[config.mk]
export PLATFORM = sky130hd
export DESIGN_NAME = id_fwd_stage
export DESIGN_NICKNAME = d
export VERILOG_FILES = /design/src/rtl/id_fwd_pkg.sv /design/src/rtl/id_byp_sel.sv /design/src/rtl/id_fwd_stage.sv
export SDC_FILE = /design/constraint.sdc
export NUM_CORES = 2
export LEC_CHECK = 0
export ABC_AREA = 0
export CAP_MARGIN = 0
export CORE_MARGIN = 5
export CORE_UTILIZATION = 30
export CTS_CLUSTER_DIAMETER = 100
export DETAILED_ROUTE_END_ITERATION = 8
export GPL_ROUTABILITY_DRIVEN = 0
export PLACE_DENSITY = 0.5
export REMOVE_ABC_BUFFERS = 1
export SKIP_LAST_GASP = 1
export SLEW_MARGIN = 20
export SYNTH_ARGS = -nofsm -noshare
export SYNTH_HDL_FRONTEND = slang
export SYNTH_SLANG_ARGS = --single-unit
[constraint.sdc]
create_clock -name clk -period 12.1 [get_ports clk]
set_input_delay 3.025 -clock clk [delete_from_list [all_inputs] [get_ports clk]]
set_output_delay 3.025 -clock clk [all_outputs]
set_load 0.05 [all_outputs]
[src/rtl/id_fwd_pkg.sv]
// Shared decode constants for the ID/operand-forwarding stage.
// Contents: RV32 opcode and branch funct3 codes, immediate-format enum,
// immediate extraction and register-usage helpers.
package id_fwd_pkg;

    localparam int unsigned INST_W = 32;
    localparam int unsigned REG_W  = 5;

    localparam logic [6:0] OPC_LUI    = 7'b0110111;
    localparam logic [6:0] OPC_AUIPC  = 7'b0010111;
    localparam logic [6:0] OPC_JAL    = 7'b1101111;
    localparam logic [6:0] OPC_JALR   = 7'b1100111;
    localparam logic [6:0] OPC_BRANCH = 7'b1100011;
    localparam logic [6:0] OPC_LOAD   = 7'b0000011;
    localparam logic [6:0] OPC_STORE  = 7'b0100011;
    localparam logic [6:0] OPC_OP_IMM = 7'b0010011;
    localparam logic [6:0] OPC_OP     = 7'b0110011;

    localparam logic [2:0] F3_BEQ  = 3'b000;
    localparam logic [2:0] F3_BNE  = 3'b001;
    localparam logic [2:0] F3_BLT  = 3'b100;
    localparam logic [2:0] F3_BGE  = 3'b101;
    localparam logic [2:0] F3_BLTU = 3'b110;
    localparam logic [2:0] F3_BGEU = 3'b111;

    typedef enum logic [2:0] {
        IMM_I,
        IMM_S,
        IMM_B,
        IMM_U,
        IMM_J
    } imm_fmt_e;

    // Immediate format implied by the opcode.
    function automatic imm_fmt_e imm_fmt(input logic [6:0] opc);
        imm_fmt_e fmt;
        fmt = IMM_I;
        case (opc)
            OPC_LUI, OPC_AUIPC:              fmt = IMM_U;
            OPC_JAL:                         fmt = IMM_J;
            OPC_BRANCH:                      fmt = IMM_B;
            OPC_STORE:                       fmt = IMM_S;
            OPC_JALR, OPC_LOAD, OPC_OP_IMM:  fmt = IMM_I;
            default:                         fmt = IMM_I;
        endcase
        return fmt;
    endfunction

    // Sign-extended 32-bit immediate for the given format.
    function automatic logic [31:0] imm_ext(input imm_fmt_e fmt, input logic [INST_W-1:0] inst);
        logic [31:0] imm;
        imm = '0;
        case (fmt)
            IMM_I:   imm = {{20{inst[31]}}, inst[31:20]};
            IMM_S:   imm = {{20{inst[31]}}, inst[31:25], inst[11:7]};
            IMM_B:   imm = {{19{inst[31]}}, inst[31], inst[7], inst[30:25], inst[11:8], 1'b0};
            IMM_U:   imm = {inst[31:12], 12'b0};
            IMM_J:   imm = {{11{inst[31]}}, inst[31], inst[19:12], inst[20], inst[30:21], 1'b0};
            default: imm = '0;
        endcase
        return imm;
    endfunction

    function automatic logic uses_rs1(input logic [6:0] opc);
        return !(opc == OPC_LUI || opc == OPC_AUIPC || opc == OPC_JAL);
    endfunction

    function automatic logic uses_rs2(input logic [6:0] opc);
        return (opc == OPC_BRANCH || opc == OPC_STORE || opc == OPC_OP);
    endfunction

endpackage

[src/rtl/id_byp_sel.sv]
// Priority bypass select for one source operand.
// Ports: rs (source index), rf_data (register-file read), byp_* (packed
// bypass channels, channel 0 youngest), data/pending (selected operand).
module id_byp_sel
    import id_fwd_pkg::*;
#(
    parameter int unsigned XLEN = 32,
    parameter int unsigned NBYP = 3
) (
    input  logic [REG_W-1:0]      rs,
    input  logic [XLEN-1:0]       rf_data,
    input  logic [NBYP-1:0]       byp_wen,
    input  logic [NBYP*REG_W-1:0] byp_rd,
    input  logic [NBYP*XLEN-1:0]  byp_data,
    input  logic [NBYP-1:0]       byp_pending,
    output logic [XLEN-1:0]       data,
    output logic                  pending
);

    // Walk oldest to youngest so the lowest-index match overrides the rest.
    always_comb begin
        data    = rf_data;
        pending = 1'b0;
        for (int i = int'(NBYP) - 1; i >= 0; i--) begin
            if (byp_wen[i] && (byp_rd[i*REG_W +: REG_W] == rs) && (rs != '0)) begin
                data    = byp_data[i*XLEN +: XLEN];
                pending = byp_pending[i];
            end
        end
    end

endmodule

[src/rtl/id_fwd_stage.sv]
// Decode/operand stage: single instruction register, local register file,
// prioritised operand bypass with load interlock, branch/jump resolution
// with one-shot redirect and wrong-path squash, saturating perf counters.
// Ports: clk/reset (sync, active-high); in_* IF handshake; out_* EXE
// handshake with forwarded operands; byp_* bypass channels; rf_* writeback;
// redirect_* IF redirect; stall_cnt/redirect_cnt counters.
module id_fwd_stage
    import id_fwd_pkg::*;
#(
    parameter int unsigned XLEN  = 32,
    parameter int unsigned NREG  = 32,
    parameter int unsigned NBYP  = 3,
    parameter int unsigned CNT_W = 32
) (
    input  logic                  clk,
    input  logic                  reset,
    input  logic                  in_valid,
    output logic                  in_ready,
    input  logic [XLEN-1:0]       in_pc,
    input  logic [INST_W-1:0]     in_inst,
    output logic                  out_valid,
    input  logic                  out_ready,
    output logic [XLEN-1:0]       out_pc,
    output logic [INST_W-1:0]     out_inst,
    output logic [XLEN-1:0]       out_rs1_data,
    output logic [XLEN-1:0]       out_rs2_data,
    output logic [REG_W-1:0]      out_rd,
    output logic                  out_rd_wen,
    input  logic [NBYP-1:0]       byp_wen,
    input  logic [NBYP*REG_W-1:0] byp_rd,
    input  logic [NBYP*XLEN-1:0]  byp_data,
    input  logic [NBYP-1:0]       byp_pending,
    input  logic                  rf_wen,
    input  logic [REG_W-1:0]      rf_waddr,
    input  logic [XLEN-1:0]       rf_wdata,
    output logic                  redirect_valid,
    output logic [XLEN-1:0]       redirect_pc,
    output logic [CNT_W-1:0]      stall_cnt,
    output logic [CNT_W-1:0]      redirect_cnt
);

    // Bit i set when architectural register i exists.
    localparam logic [31:0] REG_MASK = 32'((64'd1 << NREG) - 64'd1);

    logic              valid;
    logic [XLEN-1:0]   pc_q;
    logic [INST_W-1:0] inst_q;
    logic [XLEN-1:0]   rf [32];

    logic [6:0]       opc;
    logic [2:0]       f3;
    logic [REG_W-1:0] rs1, rs2, rd;
    logic [XLEN-1:0]  rf_rs1, rf_rs2, rs1_data, rs2_data, imm, jalr_sum;
    logic             pend1, pend2, hazard, br_taken, ctrl_taken;

    assign opc = inst_q[6:0];
    assign f3  = inst_q[14:12];
    assign rs1 = inst_q[19:15];
    assign rs2 = inst_q[24:20];
    assign rd  = inst_q[11:7];

    // Write-first read; x0 and non-existent registers read zero.
    function automatic logic [XLEN-1:0] rf_read(input logic [REG_W-1:0] idx);
        if (idx == '0 || !REG_MASK[idx]) return '0;
        if (rf_wen && rf_waddr == idx)   return rf_wdata;
        return rf[idx];
    endfunction

    assign rf_rs1 = rf_read(rs1);
    assign rf_rs2 = rf_read(rs2);

    always_ff @(posedge clk) begin
        if (reset) begin
            for (int i = 0; i < 32; i++) rf[i] <= '0;
        end else if (rf_wen && rf_waddr != '0 && REG_MASK[rf_waddr]) begin
            rf[rf_waddr] <= rf_wdata;
        end
    end

    id_byp_sel #(.XLEN(XLEN), .NBYP(NBYP)) u_sel_rs1 (
        .rs(rs1), .rf_data(rf_rs1), .byp_wen(byp_wen), .byp_rd(byp_rd),
        .byp_data(byp_data), .byp_pending(byp_pending),
        .data(rs1_data), .pending(pend1)
    );

    id_byp_sel #(.XLEN(XLEN), .NBYP(NBYP)) u_sel_rs2 (
        .rs(rs2), .rf_data(rf_rs2), .byp_wen(byp_wen), .byp_rd(byp_rd),
        .byp_data(byp_data), .byp_pending(byp_pending),
        .data(rs2_data), .pending(pend2)
    );

    // Only a used operand whose winning source is still in flight interlocks.
    assign hazard    = valid && ((uses_rs1(opc) && pend1) || (uses_rs2(opc) && pend2));
    assign out_valid = valid && !hazard;
    assign in_ready  = !valid || (!hazard && out_ready);

    always_comb begin
        br_taken = 1'b0;
        case (f3)
            F3_BEQ:  br_taken = (rs1_data == rs2_data);
            F3_BNE:  br_taken = (rs1_data != rs2_data);
            F3_BLT:  br_taken = ($signed(rs1_data) <  $signed(rs2_data));
            F3_BGE:  br_taken = ($signed(rs1_data) >= $signed(rs2_data));
            F3_BLTU: br_taken = (rs1_data <  rs2_data);
            F3_BGEU: br_taken = (rs1_data >= rs2_data);
            default: br_taken = 1'b0;
        endcase
    end

    assign imm        = XLEN'($signed(imm_ext(imm_fmt(opc), inst_q)));
    assign jalr_sum   = rs1_data + imm;
    assign ctrl_taken = (opc == OPC_BRANCH && br_taken) || (opc == OPC_JAL) || (opc == OPC_JALR);

    // Redirect only on the handshake cycle, so it fires once per instruction.
    assign redirect_valid = out_valid && out_ready && ctrl_taken;
    assign redirect_pc    = (opc == OPC_JALR) ? {jalr_sum[XLEN-1:1], 1'b0} : (pc_q + imm);

    assign out_pc       = pc_q;
    assign out_inst     = inst_q;
    assign out_rs1_data = rs1_data;
    assign out_rs2_data = rs2_data;
    assign out_rd       = rd;
    assign out_rd_wen   = (opc != OPC_BRANCH) && (opc != OPC_STORE) && (rd != '0);

    // A newly accepted instruction behind a redirect is wrong-path: drop it.
    always_ff @(posedge clk) begin
        if (reset) begin
            valid <= 1'b0;
        end else if (in_ready) begin
            valid <= in_valid && !redirect_valid;
        end
    end

    always_ff @(posedge clk) begin
        if (in_valid && in_ready) begin
            pc_q   <= in_pc;
            inst_q <= in_inst;
        end
    end

    always_ff @(posedge clk) begin
        if (reset) begin
            stall_cnt    <= '0;
            redirect_cnt <= '0;
        end else begin
            if (hazard && stall_cnt != '1)            stall_cnt    <= stall_cnt + CNT_W'(1);
            if (redirect_valid && redirect_cnt != '1) redirect_cnt <= redirect_cnt + CNT_W'(1);
        end
    end

endmodule

Word level (Yosys, flattened, before mapping)
Memories as Yosys holds them, arrays and structs flattened. A register that Yosys moved wholly into a read port is not among the register bits.
Cells that the tools add are included.
{"block": "totals", "reg_bits": 129, "mem_bits_rw": 1024, "rom_bits": 96, "inputBits": 223, "out_inout_bits": 233, "n_memories": 4}
{"block": "op_classes", "add_sub_neg": 4, "order_cmp": 7, "eq_ne": 30, "muxes": 45, "n_reduce_logical": 56}
{"name": "rf", "words": 32, "width": 32, "read_ports": 2, "rd_ports_with_merged_regs": 2, "wr": 32, "line": "id_fwd_stage.sv:48", "text": "logic [XLEN-1:0] rf [32];"}
{"name": "(name not given)", "words": 32, "width": 1, "read_ports": 1, "rd_ports_with_merged_regs": 0, "wr": 0, "line": "id_fwd_stage.sv:75", "text": "end else if (rf_wen && rf_waddr != '0 && REG_MASK[rf_waddr]) begin"}
{"name": "(name not given)", "words": 32, "width": 1, "read_ports": 1, "rd_ports_with_merged_regs": 1, "wr": 0, "line": "id_fwd_stage.sv:64", "text": "if (idx == '0 || !REG_MASK[idx]) return '0;"}
{"name": "(name not given)", "words": 32, "width": 1, "read_ports": 1, "rd_ports_with_merged_regs": 1, "wr": 0, "line": "id_fwd_stage.sv:64"}
{"operator": "$mux W32", "n": 16}
{"operator": "$pmux W32 S5", "n": 1}
{"operator": "$add A32 B1 Y32 const B", "n": 2}
{"operator": "$add A32 B32 Y32", "n": 2}
{"operator": "$ge A32 B32 Y1", "n": 2}
{"operator": "$lt A32 B32 Y1", "n": 2}
{"operator": "$ne A32 B32 Y1 const B", "n": 2}
{"operator": "$eq A5 B5 Y1", "n": 8}
{"operator": "$eq A32 B32 Y1", "n": 1}
{"operator": "$ne A32 B32 Y1", "n": 1}
{"operator": "$reduce_or A32 Y1", "n": 1}
{"operator": "$logic_and A1 B1 Y1", "n": 30}
{"operator": "$mux W5", "n": 5}
{"operator": "$eq A7 B6 Y1 const B", "n": 3}
{"operator": "$eq A7 B7 Y1 const B", "n": 3}
{"operator": "$mux W1", "n": 21}
{"operator": "$reduce_bool A5 Y1", "n": 4}
{"operator": "$lt A5 B6 Y1 const B", "n": 3}
{"operator": "$eq A3 B3 Y1 const B", "n": 5}
{"operator": "$pmux W3 S4", "n": 1}
{"operator": "$logic_not A5 Y1", "n": 2}
{"operator": "$logic_or A1 B1 Y1", "n": 10}
{"operator": "$eq A7 B5 Y1 const B", "n": 1}
{"operator": "$ne A7 B6 Y1 const B", "n": 1}
{"operator": "7 further kinds", "n": 15}

Longest topological paths before layout
{"block": "logic_depth", "word_depth": 19, "depth_mapped": 28, "ltp_nobuf": 22}

Cells and area by module
From an unflattened synthesis, not the netlist that was laid out.
{"block": "unflattened", "hier_cells": 4923, "hier_area_um2": 67776.3}
{"module": "id_fwd_stage", "instances": 1, "cells_per_inst": 4487, "area_per_inst_um2": 64858.5, "seq_area_each_um2": 34172.8}
{"module": "id_byp_sel", "instances": 2, "cells_per_inst": 218, "area_per_inst_um2": 1458.9, "seq_area_each_um2": 0.0}

Worst setup path after synthesis
No wires, ideal clock.
{"block": "synth_path", "kind": "input to output", "start": "input port rf_waddr[3]", "end": "output port redirect_pc[20]", "arrival_time_ns": 9.596, "t_required_ns": 9.075, "slack_ns": -0.521, "path_stages": 23, "n_path_buf": 2, "path_cell_list": "clkbuf_1 xor2_1 nor4_1 nand3_1 clkbuf_1 a211oi_1 a21oi_1 nor2_1 a21oi_1 o21ai_0 ha_1 a21o_1 a21o_1 a2111oi_2 o31ai_1 a2111oi_0 nor2_1 a21oi_1 nor2b_1 o41ai_1 o21a_1 xor2_1 o21ai_0"}
{"block": "synth_between", "elab_chain_cells": 11, "elab_cells_between_ends": 12, "cone_classes": "add/sub (1); eq/ne (1); mux (9); reduce/logical (1)"}
{"item": "start, declared", "line": "id_fwd_stage.sv:34", "text": "input logic [REG_W-1:0] rf_waddr,"}
{"item": "$eq A5 B5 Y1 (*)", "line": "id_fwd_stage.sv:65", "text": "if (rf_wen && rf_waddr == idx) return rf_wdata;"}
{"item": "$logic_and A1 B1 Y1 (*)", "line": "id_fwd_stage.sv:65"}
{"item": "$mux W1 (2 in series)", "line": "id_fwd_stage.sv:65"}
{"item": "$mux W32 (*)", "line": "id_fwd_stage.sv:66", "text": "return rf[idx];"}
{"item": "$mux W32 (*)", "line": "id_fwd_stage.sv:65"}
{"item": "$mux W32 (*) (3 in series)", "line": "id_byp_sel.sv:25", "text": "if (byp_wen[i] && (byp_rd[i*REG_W +: REG_W] == rs) && (rs != '0)) begin"}
{"item": "via out_rs1_data[2]", "line": "id_fwd_stage.sv:25", "text": "output logic [XLEN-1:0] out_rs1_data,"}
{"item": "$add A32 B32 Y32 (*)", "line": "id_fwd_stage.sv:111", "text": "assign jalr_sum = rs1_data + imm;"}
{"item": "$mux W32 (*)", "line": "id_fwd_stage.sv:116", "text": "assign redirect_pc = (opc == OPC_JALR) ? {jalr_sum[XLEN-1:1], 1'b0} : (pc_q + imm);"}
{"item": "end, declared", "line": "id_fwd_stage.sv:37", "text": "output logic [XLEN-1:0] redirect_pc,"}
The timed path passes the listed nets; every way through them passes the cells marked *. The select of a mux whose other input is x is not followed.

Final worst setup path
{"block": "layout_path", "start": "input port rf_waddr[4]", "end": "output port redirect_valid"}
{"block": "layout_between", "elab_chain_cells": 15, "elab_cells_between_ends": 31, "cone_classes": "order compare (4); eq/ne (4); mux (17); reduce/logical (6)"}
{"item": "$eq A5 B5 Y1", "line": "id_fwd_stage.sv:65"}
{"item": "$logic_and A1 B1 Y1", "line": "id_fwd_stage.sv:65"}
{"item": "$mux W1 (2 in series)", "line": "id_fwd_stage.sv:65"}
{"item": "$mux W32", "line": "id_fwd_stage.sv:66"}
{"item": "$mux W32", "line": "id_fwd_stage.sv:65"}
{"item": "$mux W32 (3 in series)", "line": "id_byp_sel.sv:25"}
{"item": "$ge A32 B32 Y1, or another cell as far along", "line": "id_fwd_stage.sv:105", "text": "F3_BGEU: br_taken = (rs1_data >= rs2_data);"}
{"item": "$pmux W1 S6 (*)", "line": "id_fwd_stage.sv:99", "text": "case (f3)"}
{"item": "$logic_and A1 B1 Y1 (*)", "line": "id_fwd_stage.sv:112", "text": "assign ctrl_taken = (opc == OPC_BRANCH && br_taken) || (opc == OPC_JAL) || (opc == OPC_JALR);"}
{"item": "$logic_or A1 B1 Y1 (*) (2 in series)", "line": "id_fwd_stage.sv:112"}
{"item": "$logic_and A1 B1 Y1 (*)", "line": "id_fwd_stage.sv:115", "text": "assign redirect_valid = out_valid && out_ready && ctrl_taken;"}
{"item": "end, declared", "line": "id_fwd_stage.sv:36", "text": "output logic redirect_valid,"}
Every way passes the cells marked *; elsewhere a longest branch is shown, timed or not. The select of a mux whose other input is x is not followed.

==> impl_metrics.csv <==
group,metric,value,unit
detailed_routing,routed_wl,303000,um
clock_network,cts-root-buf,"clkbuf_16",
sta,slew_headroom,20.95,%
die,dieArea,231900,um^2
power,p_total,12440,uW
power,ir_drop,0.1533,mV
yosys,ys_warn_count,0,
sta,setup_violations,0,
critical_path,worstPathRequired,9070,ps
power,leakagePower,0.02808,uW
critical_path,cp.buffers_inverters,7,
sta,hold_violations,0,
sta,worst_pin_slew,1186,ps
detailed_routing,first_pass_iters,6,
yosys,synth_edf_count,1088,
die,die_h,481.6,um
clock_network,numCtsBuffers,140,
flow_run,max-cap-violations,0,
detailed_routing,ant_nets,0,
clock_network,cts_tree,"built",
sta,finClkSkew,42.59,ps
global_route,gr-total-overflow,0,
sta,maxSlewViolCount,0,
clock_network,clkSinkCount,1163,
status,status,"complete, no violations",
sta,fmax,0.08467,GHz
critical_path,cp_slowest_cell,"and3_4",
critical_path,path_delay_family,"simple AND/OR/NAND/NOR gates",
die,die_w,481.6,um
yosys,ys_types,79,
clock_network,holdBufCountCts,0,
yosys,netlist_instances,4887,
die,coreArea,221900,um^2
power,pwr_density_cell,154.0,nW/um^2
placement,hpwl,203500,um
sta,finalCritPeriodShare,97.61,%
global_route,antenna_found_initial,46,
clock_network,post-cts-setup-buffers,0,
critical_path,path_max_fanout,20,
yosys,syn_area,66720,um^2
die,num_io_pins,456,
detailed_routing,drt_iter0_markers,6071,
clock_network,htree_num_levels,4,
global_route,grt_pass1_vias,46890,
die,initial_core_util,30.07,%
global_route,grt_pass1_wl,406500,um
clock_network,clk_pin_slew,60,ps
die,rows,173,
global_route,track_usage,25.48,%
critical_path,worstSetupEndpointType,"output port",
yosys,synthFlopType,"edfxtp_1",
clock_network,cts_buffer_depth,3,
sta,final.setup.worst_slack,288.8,ps
sta,hold_ws,499.2,ps
critical_path,cp.arrival,8790,ps
layout,area_growth,21.08,%
layout,nFillCells,21120,
sta,rsz0062_at_grt,"false",
critical_path,slowest_delay,470,ps
detailed_routing,drc,0,
layout,layout-drive-gt1-share,23.19,%
yosys,seq_area_frac_synth,51.22,%
layout,fin_nets,5663,
yosys,avgSynthCellArea,13.65,um^2
critical_path,path_class,"primary input to output port",
sta,min_period,11810,ps
detailed_routing,via_per_inst,5.676,
clock_network,clk_latency,820,ps
placement,preCtsSetupSlack,208.9,ps
yosys,synth_seq_cells,1163,
yosys,ys_async_sr_fraction,0,%
clock_network,cts_resized,0,
placement,portBuffers,455,
detailed_routing,vias,47930,
hold_path,hp-class,"flip-flop to flip-flop",
detailed_routing,wl_per_cell,35.88,um
global_route,grt_max_degree,84,
critical_path,worst_setup_path_start_kind,"primary input",
## sequential cells by signal, indices dropped and copies added, names as in the netlist, named ones only
name	count
valid	1
out_pc	32
redirect_cnt	32
stall_cnt	32
out_inst	32
rf	1024
## Yosys cell counts, types with 3 or more instances
cell type  number  share of area (%)
a21o_1         67               0.75
buf_2          25               0.19
mux2_2          7               0.12
clkbuf_1      361                2.0
xnor2_1        74               0.97
nor4b_1         4              0.053
a21oi_1       162                1.2
o21ai_1         4              0.030
inv_1          61               0.34
o21ai_0       123               0.92
and4_1          6              0.079
a22oi_1        33               0.37
nor3_1         24               0.18
mux4_2        637                 22
and3_1         28               0.26
a22o_1          4              0.053
a31oi_1        19               0.18
nor2b_1        39               0.37
or2_2          37               0.35
or3_1          15               0.14
xor2_1         50               0.66
o31ai_1         5              0.056
nor4_1         14               0.13
o21a_1         12               0.14
o31a_1          3              0.039
a221oi_1       13               0.17
nor2_1        238                1.3
or4_1          13               0.15
a2111oi_0       5              0.066
buf_1          54               0.30
mux2i_1        56               0.84
o211ai_1        6              0.068
a41oi_1         4              0.053
ha_1           95                1.8
and2_1       1000                9.4
a211oi_1       57               0.64
nor3b_1         6              0.068
nand3_1        38               0.29
nand2b_1       23               0.22
edfxtp_1     1088                 49
o21bai_1        6              0.068
buf_4           9               0.10
dfxtp_1        75                2.3
nand4_1        36               0.34
nand2_1       207                1.2
## worst reg2reg max path, delay by kind of cell, from the launching register on
family | cells | cell delay [ps]
multiplexers | 4 | 2180
buffers and inverters | 6 | 1970
AND/OR/NAND/NOR | 7 | 1910
AO/OA/AOI/OAI | 5 | 1090
flip-flops | 1 | 680
adder cells (fa/ha/maj) | 1 | 300
## where the power goes
part	switching, uW	total, uW	internal, uW
registers	184	4800	4610
logic	2040	3410	1370
clock network	1830	4230	2400
## cells in the final DEF (no fill, tap or decap), drive strengths merged, types with 50 or more instances in the layout
| cell | synthesis | routed |
|---|---|---|
| mux4 | 637 | 637 |
| buf | 89 | 309 |
| a21oi | 163 | 163 |
| xor2 | 50 | 50 |
| dfxtp | 75 | 75 |
| clkdlybuf4s50 | 0 | 425 |
| clkbuf | 362 | 169 |
| a211oi | 57 | 57 |
| inv | 62 | 69 |
| ha | 95 | 95 |
| mux2i | 56 | 56 |
| o21ai | 127 | 127 |
| edfxtp | 1088 | 1088 |
| nand2 | 207 | 207 |
| nor2 | 240 | 240 |
| and2 | 1000 | 1000 |
| a21o | 67 | 67 |
| xnor2 | 74 | 74 |
| clkinv | 0 | 62 |
## cell type report
type / count / area [um^2] / area share (%)
Tap cell: 2975 / 3722 / 4.608
Inverter: 62 / 232.7 / 0.2881
Timing Repair Buffer: 734 / 7094 / 8.781
Antenna cell: 14 / 35.03 / 0.04337
Clock inverter: 85 / 782.0 / 0.9680
Multi-Input combinational cell: 3242 / 31000 / 38.37
Clock buffer: 169 / 3717 / 4.601
Sequential cell: 1163 / 34210 / 42.34
## per-layer routing
| layer | global-route usage [%] | vias to the layer above | part of all wire (%) |
|---|---|---|---|
| met5 | 0 | - | 0.025 |
| met4 | 12.29 | 10 | 5.6 |
| met3 | 7.320 | 517 | 11 |
| met2 | 39.50 | 3047 | 45 |
| met1 | 32.85 | 24850 | 38 |
| li1 | - | 19500 | - |
## stage by stage
step	instances	instance area (um^2)	TNS, ps	util (%)
floorplan	4467	65070	-607430	-
global placement	8176	76230	0	34.36
detailed placement	8176	76230	0	34.36
CTS	8430	80730	0	36.39
global route	8433	80760	0	36.40
finish	8444	80790	0	36.41
## cells by family after synthesis
group / synth area share [%]
and+or+nand+nor: 14.70
xor gates and xnor gates: 1.628
DFF: 51.22
adders and majority gates: 1.842
other: 0.005620
AOI/OAI and AO/OA: 5.136
buffers and inverters: 2.997
muxes: 22.48
## final timing paths
kind                            depth (start not counted)  slack (ps)    startpoint          endpoint
worst max-delay path                                   26         290   rf_waddr[4]    redirect_valid
worst min-delay path                                    2         500  out_inst[20]         flip-flop
worst max register to register                         23        3840     flip-flop  redirect_cnt[21]
worst min register to register                          2         500  out_inst[20]         flip-flop
(Power assumes the default switching activity.)
